$ cat src/rtl/cpu_checker_watchdog.sv
// cpu_checker_watchdog: loadable cycle counter that raises expired_o on the LIMIT-th
// enabled cycle after a load.
module cpu_checker_watchdog #(
  parameter int LIMIT = 200
) (
  input  logic clk_i,
  input  logic rst_i,
  input  logic load_i,
  input  logic en_i,
  output logic expired_o
);

  localparam int              CNT_W = (LIMIT > 1) ? $clog2(LIMIT) : 1;
  localparam logic [CNT_W-1:0] LAST = CNT_W'(LIMIT - 1);

  logic [CNT_W-1:0] count;

  always_ff @(posedge clk_i) begin
    if (rst_i || load_i) begin
      count <= '0;
    end else if (en_i && !expired_o) begin
      count <= count + CNT_W'(1);
    end
  end

  assign expired_o = en_i && (count == LAST);

endmodule

$ cat config.mk
export PLATFORM = sky130hd
export DESIGN_NAME = cpu_checker_watchdog
export DESIGN_NICKNAME = d
export VERILOG_FILES = /design/src/rtl/cpu_checker_watchdog.sv
export SDC_FILE = /design/constraint.sdc
export NUM_CORES = 1
export LEC_CHECK = 0
export CAP_MARGIN = 20
export CORE_AREA = 2 2 39 41
export CTS_CLUSTER_DIAMETER = 120
export DETAILED_ROUTE_END_ITERATION = 10
export DIE_AREA = 0 0 41 43
export HOLD_SLACK_MARGIN = 0.1
export PLACE_DENSITY = 0.55
export SETUP_SLACK_MARGIN = 0.05
export SLEW_MARGIN = 15
export SYNTH_ARGS = -nofsm -noshare
export SYNTH_HDL_FRONTEND = slang
export SYNTH_SLANG_ARGS = --single-unit
$ cat constraint.sdc
create_clock -name clk_i -period 1.6 [get_ports clk_i]
set_input_delay 0.32 -clock clk_i [delete_from_list [all_inputs] [get_ports clk_i]]
set_output_delay 0.32 -clock clk_i [all_outputs]
set_load 0.01 [all_outputs]
After elaboration in Yosys (flattened, before gate mapping)
Cells that the tools add are included.

operators by class
  shift operators = 0
  bitwise gates (word level) = 0
  eq/ne operators = 1
  div/mod/pow operators = 0
  mux-type cells = 0
  order comparisons = 0
  multipliers = 0
  add/subtract/negate cells = 1
  reduce and logical (&&, ||, !) cells = 4

operators with widths
  operator             count
  $add 8x1->8 const B  1
  $eq 8x8->1 const B   1
  $logic_and 1x1->1    2
  $logic_not 1->1      1
  $logic_or 1x1->1     1

word-level totals
  register bits = 8
  word-level logic and storage cells = 7
  bits of input ports = 4
  bits in read-only memories = 0
  bits in latches = 0
  memories kept = 0
  output and inout port bits = 1
  bits in writable memories = 0

Logic depth before layout (Yosys ltp)
  word-level depth = 4
  mapped depth = 4
  mapped depth without buffers = 4

Worst setup path after synthesis
OpenSTA, ideal clock, no wires.

  path type = reg-to-output
  from = reg count[4]
  to = out expired_o
  buffers on the path = 0
  required time = 1.280 ns
  cell stages (with the launch flop) = 4
  arrival = 1.141 ns
  setup slack = 0.139 ns
  path through = dfxtp_1 -> or3b_1 -> nor3_1 -> and3_1

between the ends
  longest elaborated chain between the ends = 2

RTL lines
  element                 RTL line  text
  start, declared         16        logic [CNT_W-1:0] count;
  start signal, assigned  22        count <= count + CNT_W'(1);
  $eq 8x8->1              26        assign expired_o = en_i && (count == LAST);
  $logic_and 1x1->1       26
  end, declared           10        output logic expired_o

Every way passes these cells.

Worst setup path in the final report
Same ends and word-level chain as after synthesis.

==> flow_summary.json <==
{
  "max_freq_mhz": 585.2,
  "ir_drop_uv": 289.0,
  "status": "finished, violations left",
  "regArea_um2": 162.7,
  "internal-power_w": 0.0003036,
  "antenna_left": 0,
  "cts_tree": "done",
  "crit_start": "count[4]",
  "io-pin-count": 5,
  "clk-insertion-delay-late_ps": 260,
  "reg_top3": "count (8)",
  "tns_ps": -108.8,
  "hold_class": "reg -> reg",
  "grt_max_degree": 7,
  "cp-end-kind": "primary output",
  "final.min_clock_period_ps": 1709,
  "layout.nets": 75,
  "antenna_found_initial": 0,
  "wl_per_cell_um": 12.12,
  "arrival_ps": 1390,
  "final_common_cell": "buf_4",
  "wl_mm": 1.018,
  "combPwrFrac": 0.073,
  "grt-ovfl-total": 0,
  "cts_root_buf": "clkbuf_4",
  "ys_ff_latch": 8,
  "cts_buffers": 3,
  "core_um2": 1384,
  "p_per_area_nw_per_um2": 668.1,
  "dr.pass1.iters": 4,
  "final_max_slew_viol_count": 0,
  "place_hpwl_um": 778,
  "layout_common_cells": "buf_4, dfxtp_1, or3_1",
  "hold_path.startpoint": "count[7]",
  "finalSetupViolations": 1,
  "largest_reg_flops": 8,
  "switching_share": 0.2419,
  "critical_path_class": "reg -> out",
  "worstMarginPinSlew_ps": 245.8,
  "htree_levels": 1,
  "grt_util_all_layers": 0.1501,
  "crit_slowest_cell": "or3b_4",
  "fillers": 143,
  "slew_headroom": 0.8355,
  "netlist_area_um2": 395.4,
  "synth-seq-area-share": 0.4051,
  "clock_path_buffers": 2,
  "syn-num-nets": 52,
  "hold_viol": 0,
  "die_y_um": 43,
  "antenna_cells": 0,
  "synth.distinct_cells": 19,
  "port_buffers": 4,
  "layout-area-overhead-vs-synth_pct": 51.58,
  "p_seq_frac": 0.504,
  "cts.sinks": 8,
  "power.leakage_nw": 0.2268,
  "dp_slack_ps": -332.0,
  "top_register": "count",
  "holdWs_ps": 489.7,
  "yosysWarningCount": 0,
  "synth.avg_cell_area_um2": 8.412,
  "drtIter0Drc": 12,
  "crit_path_max_incr_delay_ps": 410,
  "p_sw_w": 0.00009687,
  "initial_utilization": 0.2857,
  "routed_via_density": 5.095,
  "postCtsHoldBufs": 0,
  "fin_util": 0.4331,
  "crit_chain": "or3b_4, nor3_4, and3_1, buf_2",
  "crit_buf_inv": 1,
  "p_clk_frac": 0.423,
  "multi_input_area_um2": 250.2,
  "path_delay_family": "simple AND/OR/NAND/NOR gates",
  "r2r_start": "count[4]",
  "maxCapViolations": 0,
  "syn_inst": 47,
  "start_kind": "register",
  "die_area_um2": 1763,
  "gp_congestion": 0.7442,
  "final_layout_size_suffix_gt1_frac": 0.3676,
  "clk_pin_slew_ps": 70,
  "drc_errors": 0,
  "setup_slack_ps": -108.8,
  "worstPathMaxFanout": 2,
  "grt_first_pass_wirelength_mm": 1.773,
  "rows": 14,
  "rsz0062_at_grt": "true",
  "fin_crit_sh": 1.068,
  "die_x_um": 41,
  "violations": "negative setup slack",
  "finClkSkew_ps": 8.450,
  "num_vias": 428,
  "first_global_vias": 434,
  "critPathRequiredTime_ps": 1280
}
-- tightest hold or removal path: stages (launching register included) --
cell and delay, ps:
dfxtp_2 320, o21ai_0 70, a21oi_1 60
-- layer usage --
| layer | vias up | wire length (um) | track usage |
|---|---|---|---|
| met5 | - | 0 | 0 |
| met1 | 196 | 477 | 0.1916 |
| met2 | 8 | 498 | 0.2250 |
| li1 | 224 | - | - |
| met3 | 0 | 41 | 0.03141 |
| met4 | 0 | 0 | 0.08000 |
-- power groups by stage --
stage	logic (W)	registers, W	clock network (W)
2_1_floorplan	0.0000103	0.000207	0
3_3_place_gp	0.0000290	0.000206	0
3_5_place_dp	0.0000291	0.000206	0
4_1_cts	0.0000294	0.000202	0.000169
5_1_grt	0.0000324	0.000202	0.000186
6_report	0.0000294	0.000202	0.000169
-- final timing paths --
check	to	slack, ps	cells past startpoint
worst min register to register	count[7]	490	2
worst max register to register	count[1]	110	4
worst min-delay path	count[7]	490	2
worst max-delay path	expired_o	-110	4
-- synth_stat cells (all sizes together) --
master / instances / share of area
nand2: 5 / 0.047
o31a: 1 / 0.022
inv: 1 / 0.0095
ha: 1 / 0.032
o41a: 1 / 0.028
o21ai: 3 / 0.038
or2: 1 / 0.016
mux2i: 2 / 0.051
o31ai: 1 / 0.019
nor2: 3 / 0.028
nand4: 4 / 0.063
a21oi: 4 / 0.051
and3: 1 / 0.016
xor2: 1 / 0.022
or3: 5 / 0.079
nor3: 1 / 0.013
or3b: 1 / 0.022
dfxtp: 8 / 0.41
nand3: 3 / 0.038
-- cell families (layout without fill, tap and decap cells) --
logic type,Yosys count,in the layout,synth area share
AO/OA/AOI/OAI,10,10,0.1582
XOR/XNOR,1,1,0.02216
adder cells (fa/ha/maj),1,1,0.03164
buffers and inverters,1,22,0.009485
flip-flops,8,8,0.4051
multiplexers,2,2,0.05063
AND/OR/NAND/NOR,24,24,0.3228
-- through the flow --
stage               instance area [um^2]  total power, W  cells
floorplan                          395.4       0.0002176     47
global placement                   553.0       0.0002353     80
detailed placement                 553.0       0.0002356     80
CTS                                578.1       0.0003999     83
global route                       599.3       0.0004206     84
finish                             599.3       0.0004004     84
-- cell type report --
class                      count  share of cell area
clock buffer                   3             0.03758
tap                           16             0.03340
inverter                       1            0.006263
timing repair buffer          18              0.2338
sequential                     8              0.2714
multi-input combinational     38              0.4175
-- timing repair --
item                       CTS  global route
buffers inserted             0             1
cloned                       0             0
setup endpoints to repair    1             3
pin swaps                    2             1
resized for setup            6             5
No activity file was read; power rests on OpenSTA's default activity.
